===== config.mk =====
export PLATFORM = sky130hd
export DESIGN_NAME = fo_verify_ctrl_flat
export DESIGN_NICKNAME = d
export VERILOG_FILES = /design/src/rtl/fo_verify_ctrl_if.sv /design/src/rtl/fo_verify_ctrl.sv /design/src/flat_wrapper.sv
export SDC_FILE = /design/constraint.sdc
export NUM_CORES = 1
export LEC_CHECK = 0
export ABC_AREA = 1
export CORE_MARGIN = 3
export CORE_UTILIZATION = 43
export DETAILED_ROUTE_END_ITERATION = 6
export MAX_ROUTING_LAYER = met4
export PLACE_DENSITY = 0.82
export SETUP_SLACK_MARGIN = 0.02
export SLEW_MARGIN = 20
export SYNTH_ARGS = -nofsm -noshare
export SYNTH_HDL_FRONTEND = slang
export SYNTH_SLANG_ARGS = --single-unit

===== constraint.sdc =====
create_clock -name clk -period 3.9 [get_ports clk]
set_clock_uncertainty 0.15 [all_clocks]
set_input_delay 0.78 -clock clk [delete_from_list [all_inputs] [get_ports clk]]
set_output_delay 0.78 -clock clk [all_outputs]
set_load 0.005 [all_outputs]

===== src/rtl/fo_verify_ctrl_if.sv =====
// fo_verify_ctrl_if
//   Groups the signals between the FO verify controller, the ciphertext
//   verify unit and the shared key memory.
//
//   Handshake rules for this bundle:
//   - ver_rst is a level. While it is high the verify unit is held in reset.
//   - The verify unit asserts ver_done, with ver_eq valid, for at least one
//     cycle. It keeps ver_eq stable until ver_rst rises again.
//   - Memory reads are synchronous. The address presented in cycle n returns
//     on mem_din in cycle n+1.
//   - A write happens on every cycle where mem_wr_en=1.
//
//   Modports:
//     master : the controller (drives ver_rst/ver_ilen and the memory port)
//     slave  : the environment (verify unit + memory)
interface fo_verify_ctrl_if;
   logic        ver_rst;
   logic [9:0]  ver_ilen;
   logic [8:0]  ver_rd_addr;
   logic        ver_rd_base_sel;
   logic        ver_done;
   logic        ver_eq;
   logic [8:0]  mem_rd_addr;
   logic        mem_rd_base_sel;
   logic [63:0] mem_din;
   logic        mem_wr_en;
   logic [8:0]  mem_wr_addr;
   logic [63:0] mem_dout;

   modport master (
      output ver_rst, ver_ilen, mem_rd_addr, mem_rd_base_sel,
             mem_wr_en, mem_wr_addr, mem_dout,
      input  ver_rd_addr, ver_rd_base_sel, ver_done, ver_eq, mem_din
   );

   modport slave (
      input  ver_rst, ver_ilen, mem_rd_addr, mem_rd_base_sel,
             mem_wr_en, mem_wr_addr, mem_dout,
      output ver_rd_addr, ver_rd_base_sel, ver_done, ver_eq, mem_din
   );
endinterface


===== src/rtl/fo_verify_ctrl.sv =====
// fo_verify_ctrl
//   Fujisaki-Okamoto re-encryption check controller. It first runs the
//   ciphertext verify unit. It then copies the session key into BASE_OUT,
//   one word at a time. When the ciphertexts matched it copies the
//   re-derived key K'. Otherwise it copies the rejection key z.
//   Both source words are always read, so the selection phase takes
//   3*klen cycles whatever the result is.
//
//   Ports:
//     clk, rst         single clock; asynchronous active-high reset
//     start            one-cycle request, accepted only while busy=0
//     ilen, klen       comparison length / number of 64-bit key words
//     bus (master)     verify-unit control and memory port (fo_verify_ctrl_if)
//     busy             high in every state except IDLE
//     done             one-cycle completion pulse
//     result           1 = ciphertexts equal (K' selected)
//     err              verify watchdog fired
//     dbg_state        current FSM state, for observation only
//
//   Optional build macro: VERIFY_TIMEOUT_EN. When it is defined, a 12-bit
//   watchdog aborts a verify run that lasts {ilen,1'b0}+16 cycles.
//   When it is undefined, VRUN waits indefinitely and err is tied 0.
module fo_verify_ctrl #(
   parameter logic [8:0] BASE_KP  = 9'd0,
   parameter logic [8:0] BASE_Z   = 9'd8,
   parameter logic [8:0] BASE_OUT = 9'd16
) (
   input  logic                    clk,
   input  logic                    rst,
   input  logic                    start,
   input  logic [9:0]              ilen,
   input  logic [2:0]              klen,
   fo_verify_ctrl_if.master        bus,
   output logic                    busy,
   output logic                    done,
   output logic                    result,
   output logic                    err,
   output logic [2:0]              dbg_state
);

   typedef enum logic [2:0] {
      S_IDLE   = 3'd0,
      S_VRUN   = 3'd1,
      S_VLATCH = 3'd2,
      S_RD_KP  = 3'd3,
      S_RD_Z   = 3'd4,
      S_WR     = 3'd5,
      S_FIN    = 3'd6
   } state_t;

   state_t      state, state_nxt;
   logic [2:0]  idx;
   logic [2:0]  klen_reg;
   logic [9:0]  ilen_reg;
   logic [63:0] kp_reg;
   logic        timeout;
   logic        last_word;

   assign bus.ver_ilen = ilen_reg;
   assign dbg_state    = state;
   assign last_word    = (idx == (klen_reg - 3'd1));

`ifdef VERIFY_TIMEOUT_EN
   logic [11:0] wd_cnt;
   logic [11:0] wd_limit;

   assign wd_limit = {1'b0, ilen_reg, 1'b0} + 12'd16;
   // The count holds the number of VRUN cycles already completed. The run
   // aborts at the end of the cycle that brings the count to the limit.
   assign timeout  = (state == S_VRUN) && !bus.ver_done && ((wd_cnt + 12'd1) == wd_limit);

   always_ff @(posedge clk or posedge rst) begin
      if (rst)                  wd_cnt <= '0;
      else if (state != S_VRUN) wd_cnt <= '0;
      else                      wd_cnt <= wd_cnt + 12'd1;
   end

   always_ff @(posedge clk or posedge rst) begin
      if (rst)                          err <= 1'b0;
      else if (state == S_IDLE && start) err <= 1'b0;
      else if (timeout)                 err <= 1'b1;
   end
`else
   assign timeout = 1'b0;
   assign err     = 1'b0;
`endif

   always_ff @(posedge clk or posedge rst) begin
      if (rst) state <= S_IDLE;
      else     state <= state_nxt;
   end

   always_comb begin
      state_nxt           = state;
      busy                = 1'b1;
      done                = 1'b0;
      bus.ver_rst         = 1'b1;
      bus.mem_rd_addr     = 9'd0;
      bus.mem_rd_base_sel = 1'b0;
      bus.mem_wr_en       = 1'b0;
      bus.mem_wr_addr     = 9'd0;
      bus.mem_dout        = 64'd0;
      case (state)
         S_IDLE: begin
            busy = 1'b0;
            if (start) state_nxt = S_VRUN;
         end
         S_VRUN: begin
            // The verify unit owns the read port only while it is running.
            bus.ver_rst         = 1'b0;
            bus.mem_rd_addr     = bus.ver_rd_addr;
            bus.mem_rd_base_sel = bus.ver_rd_base_sel;
            if (bus.ver_done)  state_nxt = S_VLATCH;
            else if (timeout)  state_nxt = (klen_reg == 3'd0) ? S_FIN : S_RD_KP;
         end
         S_VLATCH: begin
            state_nxt = (klen_reg == 3'd0) ? S_FIN : S_RD_KP;
         end
         S_RD_KP: begin
            bus.mem_rd_addr = BASE_KP + {6'd0, idx};
            state_nxt       = S_RD_Z;
         end
         S_RD_Z: begin
            bus.mem_rd_addr = BASE_Z + {6'd0, idx};
            state_nxt       = S_WR;
         end
         S_WR: begin
            // mem_din carries z[idx] here. K'[idx] was parked in kp_reg one cycle earlier.
            bus.mem_wr_en   = 1'b1;
            bus.mem_wr_addr = BASE_OUT + {6'd0, idx};
            bus.mem_dout    = result ? kp_reg : bus.mem_din;
            state_nxt       = last_word ? S_FIN : S_RD_KP;
         end
         S_FIN: begin
            done      = 1'b1;
            state_nxt = S_IDLE;
         end
         default: state_nxt = S_IDLE;
      endcase
   end

   always_ff @(posedge clk or posedge rst) begin
      if (rst) begin
         idx      <= 3'd0;
         klen_reg <= 3'd0;
         ilen_reg <= 10'd0;
         kp_reg   <= 64'd0;
         result   <= 1'b0;
      end else begin
         case (state)
            S_IDLE: begin
               if (start) begin
                  ilen_reg <= ilen;
                  klen_reg <= klen;
                  result   <= 1'b0;
               end
            end
            S_VRUN: begin
               if (timeout) begin
                  result <= 1'b0;
                  idx    <= 3'd0;
               end
            end
            S_VLATCH: begin
               result <= bus.ver_eq;
               idx    <= 3'd0;
            end
            S_RD_Z: kp_reg <= bus.mem_din;
            S_WR: begin
               if (!last_word) idx <= idx + 3'd1;
            end
            default: ;
         endcase
      end
   end

endmodule


===== src/flat_wrapper.sv =====
// flat-port wrapper written by rule: the top's interface ports become plain ports
module fo_verify_ctrl_flat 
#(
   parameter logic [8:0] BASE_KP  = 9'd0,
   parameter logic [8:0] BASE_Z   = 9'd8,
   parameter logic [8:0] BASE_OUT = 9'd16
)
  (clk, rst, start, ilen, klen, busy, done, result, err, dbg_state, bus_ver_rst, bus_ver_ilen, bus_mem_rd_addr, bus_mem_rd_base_sel, bus_mem_wr_en, bus_mem_wr_addr, bus_mem_dout, bus_ver_rd_addr, bus_ver_rd_base_sel, bus_ver_done, bus_ver_eq, bus_mem_din);
  fo_verify_ctrl_if bus_i ();
  input  logic clk;
  input  logic rst;
  input  logic start;
  input  logic [9:0] ilen;
  input  logic [2:0] klen;
  output logic busy;
  output logic done;
  output logic result;
  output logic err;
  output logic [2:0] dbg_state;
  output wire logic [$bits(bus_i.ver_rst)-1:0] bus_ver_rst;
  output wire logic [$bits(bus_i.ver_ilen)-1:0] bus_ver_ilen;
  output wire logic [$bits(bus_i.mem_rd_addr)-1:0] bus_mem_rd_addr;
  output wire logic [$bits(bus_i.mem_rd_base_sel)-1:0] bus_mem_rd_base_sel;
  output wire logic [$bits(bus_i.mem_wr_en)-1:0] bus_mem_wr_en;
  output wire logic [$bits(bus_i.mem_wr_addr)-1:0] bus_mem_wr_addr;
  output wire logic [$bits(bus_i.mem_dout)-1:0] bus_mem_dout;
  input wire logic [$bits(bus_i.ver_rd_addr)-1:0] bus_ver_rd_addr;
  input wire logic [$bits(bus_i.ver_rd_base_sel)-1:0] bus_ver_rd_base_sel;
  input wire logic [$bits(bus_i.ver_done)-1:0] bus_ver_done;
  input wire logic [$bits(bus_i.ver_eq)-1:0] bus_ver_eq;
  input wire logic [$bits(bus_i.mem_din)-1:0] bus_mem_din;
  assign bus_ver_rst = bus_i.ver_rst;
  assign bus_ver_ilen = bus_i.ver_ilen;
  assign bus_mem_rd_addr = bus_i.mem_rd_addr;
  assign bus_mem_rd_base_sel = bus_i.mem_rd_base_sel;
  assign bus_mem_wr_en = bus_i.mem_wr_en;
  assign bus_mem_wr_addr = bus_i.mem_wr_addr;
  assign bus_mem_dout = bus_i.mem_dout;
  assign bus_i.ver_rd_addr = bus_ver_rd_addr;
  assign bus_i.ver_rd_base_sel = bus_ver_rd_base_sel;
  assign bus_i.ver_done = bus_ver_done;
  assign bus_i.ver_eq = bus_ver_eq;
  assign bus_i.mem_din = bus_mem_din;
  fo_verify_ctrl #(.BASE_KP(BASE_KP), .BASE_Z(BASE_Z), .BASE_OUT(BASE_OUT)) u_core (.clk(clk), .rst(rst), .start(start), .ilen(ilen), .klen(klen), .bus(bus_i), .busy(busy), .done(done), .result(result), .err(err), .dbg_state(dbg_state));
endmodule

==> impl_results.md, run 1 <==
- Cell Pwr Density: between 500 and 600 mW/mm2
- Worst reg2reg path endpoint: u_core.kp_reg[40]
- Synth Warn #: 0
- Yosys reg bits: 84
- Hold crit path type: reg -> reg
- Routed Antenna Nets: 0
- WHS: 326 ps
- Hold_buf cts: 0
- Die Ht: 107 um
- Reg-to-reg slack, setup: ~1700 ps
- Starting DRC count in detailed routing: 285
- Status: completed
- Max reg flops: 64
- Crit path max-delay family: buffers and inverters
- Ant diodes: 0
- CP arrival: about 2400 ps
- Peak supply drop: 0.367 mV
- Row cnt: 36
- Pin count of the biggest net entering global routing: 65
- # resized after CTS: 0
- CP required: between 2000 and 3000 ps
- Post-synthesis instance area: 0.00443 mm2
- Detailed Routing Iterations Pass 1: 5
- # H-tree levels: 3
- # DRC: 0
- Final Setup Violations: 0
- Core ar.: 0.00991 mm2
- Post-CTS setup buffers: 0
- Vias/cell: between 4 and 5
- RSZ-0062 raised after global routing: no
- CP Class: reg -> out
- Clk pin slew, worst setup/hold paths: approximately 80 ps
- Peak per-stage delay on the critical path: 610 ps
- Worst r2r src: u_core.dbg_state[2]
- Final nets: slightly below 900
- CTS buffer count: 9
- Total grt overflow: 0
- R2R depth: 7
- Clock tree root driver cell: clkbuf_8
- CP cell instances: buf_4 -> nand2_1 -> a21oi_1 -> clkdlybuf4s50_1
- Cell count after synthesis: 621
- Layout area overhead: 47.6%
- Tcrit/Tclk final: 0.853
- # fillers: between 800 and 900
- Stages on the worst setup path: 4
- Fmax: 301 MHz
- Leak: between 3 and 4 nW
- Initial core utilization: 0.447
- CTS Sinks: 84
- GP Congestion: between 0.8 and 0.9
- Port Buf Inserts: 187
- Final Non-Filler Cells: between 900 and 1000
- Final hold vios: 0
- Die area: between 0.01 and 0.015 mm2
- Vias: ~4600
- Top Ports: approximately 190
- Critical path endpoint category: primary output
- Die W: 107 um
- Gr usage total: 0.237
- Crit start category: flop
- CP max-delay cell: dfrtp_2
- Slew HR: 0.498
- Setup tns final: 0 ps
- Routed WL per cell: 14.1 um
- Worst setup path end: bus_mem_dout[1]
- WL final: 13.0 mm
- Layout cells sized above 1: 0.0530
- Initial antenna violation count: 0
- Hpwl dp: just over 9 mm
- Vias in the first global route: around 4500
- Synth cell types: 24
- Critical path origin: u_core.result
- Crit path max fanout: 46
- CP Buf/Inv Count: 2
- Seq/Total Area, Yosys: 0.475
- Clock Path Buffers: 2
- Fin. max-slew vios: 0
- Avg Inst Size Synth: 7.13 um2
- Actual slew at the worst max-slew pin: about 750 ps
- Clock insertion delay at the later pin of the skew report: around 340 ps
- Max_cap viols: 0
- Placed insts: between 900 and 1000
- CTS tree: yes
- Global-route wire length before repair: ~22 mm
- Tmin final: approximately 3300 ps
worst min-delay path by stage:
stage / start / end / cells past startpoint
6_report: u_core.kp_reg[39] / u_core.kp_reg[39] / 2
5_1_grt: u_core.kp_reg[8] / u_core.kp_reg[8] / 2
4_1_cts: u_core.kp_reg[10] / u_core.kp_reg[10] / 2
3_5_place_dp: u_core.kp_reg[10] / u_core.kp_reg[10] / 2
3_3_place_gp: u_core.kp_reg[16] / u_core.kp_reg[16] / 2
2_1_floorplan: u_core.kp_reg[0] / u_core.kp_reg[0] / 2
Yosys cell counts:
cell,number,area (um2)
nand2_1,342,1280
dfrtp_1,84,2100
a21oi_1,68,340
inv_1,22,82.6
nor2_1,20,75.1
clkbuf_1,19,71.3
buf_2,15,75.1
nand3_1,13,65.1
mux2_2,10,113
buf_4,7,52.6
o21ai_0,4,20.0
ha_1,3,37.5
buf_6,2,22.5
inv_2,2,7.51
conb_1,1,3.75
nand2_2,1,6.26
nand3_2,1,10.0
nand3b_1,1,7.51
nand4_1,1,6.26
nor2_2,1,6.26
nor2_4,1,11.3
nor3_2,1,10.0
o211ai_1,1,7.51
xnor2_1,1,8.76
report_power, final:
| group | leakage (nW) | internal [mW] | switching [mW] | total [mW] |
|---|---|---|---|---|
| clock | 0.0950 | 0.305 | 0.293 | 0.598 |
| sequential | 1.02 | 1.30 | 0.273 | 1.57 |
| combinational | 1.99 | 0.805 | 0.922 | 1.73 |
cell families (layout without fill, tap and decap cells):
family	count (synthesis)	in the layout	synth area share
compound gates	73	73	0.0831
mux	10	10	0.0254
flops	84	84	0.475
buf+inv	67	234	0.0704
other cells	1	6	0.000847
simple gates	382	382	0.335
fa+ha+maj	3	3	0.00848
xor+xnor	1	1	0.00198
routing by layer:
layer  track usage  wire, um
met1         0.299      5440
met4        0.0794       219
met2         0.391      6560
met3        0.0372       826
met5             -         0
final cells by class:
class | count | area, um2 | share of cell area
flip-flops and latches | 84 | 2100 | 0.322
multi-input cells | 475 | 2040 | 0.312
repair buffers | 196 | 1950 | 0.299
well taps | 133 | 166 | 0.0255
clock buffers | 11 | 141 | 0.0216
inverters | 24 | 92.6 | 0.0142
clock inverters | 3 | 40.0 | 0.00613
tightest hold or removal path, delay by kind of cell (launching register included):
kind	cells	cell delay, ps
flip-flops	1	350
AND/OR/NAND/NOR	2	100
cell usage in the layout (no fill, tap or decap):
master	instances
xnor2_1	1
o211ai_1	1
inv_2	3
o21ai_0	4
clkinv_2	2
dfrtp_2	1
nand2_1	342
bufinv_16	1
nand3_1	13
nor2_4	1
nor2_2	1
nor3_4	1
nand4_1	1
inv_1	20
clkdlybuf4s50_1	187
dfrtp_1	83
buf_4	8
nand3b_1	1
nand3_2	1
buf_12	1
nor2_1	20
a21oi_1	68
clkbuf_1	1
clkbuf_8	10
inv_4	1
mux2_2	10
conb_1	6
nand2_2	1
ha_1	3
metrics by stage:
stage | power (mW) | area (um2) | worst slack, ps | utilization
6_report | 3.89 | 6530 | 575 | 0.659
5_1_grt | 4.23 | 6530 | 423 | 0.659
4_1_cts | 3.93 | 6530 | 539 | 0.659
3_5_place_dp | 3.31 | 6350 | 917 | 0.641
3_3_place_gp | 3.22 | 6350 | 916 | 0.641
2_1_floorplan | 2.52 | 4440 | 805 | -
(Power assumes the default switching activity.)
==> inputs of run 2 (changes only) <==
Settings changed: CORE_ASPECT_RATIO set to 2.
==> run 2 against run 1 <==
Flip-flop and latch count unchanged. Total power up 7.1%. Wire length down 0.49%. Combinational power about the same. Via count down 0.87%. Worst setup slack worse by 160 ps. Global-route usage down 0.089 points. Fmax down 4.6%. Register-to-register slack better by 40 ps. Count of clock-buffer cells in the layout unchanged. Non-clock buffer count unchanged. Sequential share of layout area down 0.58 points. Critical endpoint is now bus_mem_dout[32]. Highest routed layer unchanged.
==> impl_results.md, run 2 (synthesis results as in run 1) <==
- Vias/cell: 4.92
- CP arrival: around 2600 ps
- Sw Share: 0.359
- Tcrit/Tclk final: 0.894
- Final hold vios: 0
- # resized after CTS: 0
- Die Ht: 149 um
- Hold crit path type: reg -> reg
- Comb pwr share: 0.413
- Max reg flops: 64
- Fin. max-slew vios: 0
- CTS tree: yes
- Detailed Routing Iterations Pass 1: 4
- Core ar.: between 0.009 and 0.01 mm2
- Slew HR: 0.535
- Max_cap viols: 0
- Worst r2r src: u_core.dbg_state[2]
- Ant diodes: 0
- Setup tns final: 0 ps
- Hold wc startpoint: u_core.kp_reg[19]
- Psw: between 1 and 1.5 mW
- CP Class: reg -> out
- Global-route wire length before repair: around 21 mm
- Internal: roughly 2.7 mW
- Row cnt: between 50 and 60
- GP Congestion: ~0.88
- Cell Pwr Density: roughly 630 mW/mm2
- Layout cells sized above 1: 0.0542
- Hold path depth: 2
- Most common cell after layout, fill and taps aside: nand2_1
- Status: completed
- Worst reg2reg path endpoint: u_core.kp_reg[28]
- Die W: just under 80 um
- Initial antenna violation count: 0
- CP max-delay cell: clkdlybuf4s50_1
- Critical path endpoint category: primary output
- CTS Sinks: 84
- Crit path max fanout: 53
- Hold_buf cts: 0
- Fmax: ~290 MHz
- Final nets: 885
- Crit start category: flop
- Post-CTS setup buffers: 0
- Placed insts: 911
- Clock Power Share: 0.214
- Clock tree root driver cell: clkbuf_16
- Final Setup Violations: 0
- Routed Antenna Nets: 0
- RSZ-0062 raised after global routing: no
- Clk pin slew, worst setup/hold paths: 50 ps
- # H-tree levels: 3
- CTS buffer count: 9
- Die area: between 0.01 and 0.015 mm2
- Peak per-stage delay on the critical path: approximately 530 ps
- # DRC: 0
- Clock insertion delay at the later pin of the skew report: between 300 and 400 ps
- Hold endpoint: u_core.kp_reg[19]
- CP required: between 2000 and 3000 ps
- Routed WL per cell: 14.0 um
- Reg-to-reg slack, setup: roughly 1700 ps
- Layout area overhead: 50.3%
- Vias: 4555
- Pin count of the biggest net entering global routing: 67
- Vias in the first global route: 4558
- Top Ports: slightly below 200
- Hpwl dp: 9.67 mm
- Leak: ~3.2 nW
- Actual slew at the worst max-slew pin: between 600 and 700 ps
- Clock Path Buffers: 2
- WL final: around 13 mm
- Most frequent cells in the layout: nand2_1, clkdlybuf4s50_1, dfrtp_1
- R2R depth: 7
- CP cell instances: inv_2 -> nor2_4 -> nand2_2 -> buf_4 -> a21oi_1 -> clkdlybuf4s50_1
- Peak supply drop: about 0.44 mV
- Starting DRC count in detailed routing: about 340
- Port Buf Inserts: around 190
- Total grt overflow: 0
- Reg power frac: 0.373
- Final Non-Filler Cells: ~930
- Initial core utilization: 0.447
- Tmin final: ~3500 ps
- Gr usage total: 0.236
## run 2: power groups by stage
stage	clock network, mW	logic (mW)	registers [mW]
after floorplan	0	1.02	1.50
after global placement	0	1.68	1.54
after detailed placement	0	1.74	1.56
after CTS	0.910	1.75	1.55
after global routing	0.956	1.95	1.60
final	0.891	1.72	1.56
## run 2: area by class of cell
cell class	count	area, um2
fill	835	3240
timing repair buffer	196	1940
multi-input combinational	475	2040
tap	132	165
inverter	24	91.3
clock inverter	4	73.8
sequential	84	2100
clock buffer	11	243
## run 2: per-stage QoR
step | hold WS (ps) | power, mW | util | area [um2] | setup slack (ps)
2_1_floorplan | 292 | 2.52 | - | 4440 | 805
3_3_place_gp | 305 | 3.22 | 0.641 | 6340 | 866
3_5_place_dp | 309 | 3.29 | 0.641 | 6340 | 803
4_1_cts | 322 | 4.21 | 0.673 | 6650 | 443
5_1_grt | 335 | 4.51 | 0.673 | 6650 | 286
6_report | 319 | 4.17 | 0.673 | 6650 | 413
## run 2: worst max-delay path by stage
stage / slack (ps) / cells past startpoint / to / start
after floorplan: 800 / 1 / u_core.bus.ver_ilen[0] / rst
after global placement: 870 / 4 / bus_mem_dout[5] / bus_mem_din[5]
after detailed placement: 800 / 6 / bus_mem_dout[32] / u_core.dbg_state[0]
after CTS: 440 / 6 / bus_mem_dout[32] / u_core.dbg_state[0]
after global routing: 290 / 6 / bus_mem_dout[32] / u_core.dbg_state[0]
final: 410 / 6 / bus_mem_dout[32] / u_core.dbg_state[0]
## run 2: worst max-delay path: cells and delay by family (launching register included)
family / cells / cell delay [ps]
flip-flops: 1 / 490
buffers and inverters: 3 / 1000
AND/OR/NAND/NOR: 2 / 460
AO/OA/AOI/OAI: 1 / 240
## run 2: layer usage
metal,wire (um),vias up,track usage
met3,656,31,0.0518
li1,-,2252,-
met2,7380,163,0.432
met1,4560,2109,0.238
met4,385,0,0.0954
met5,0,-,-
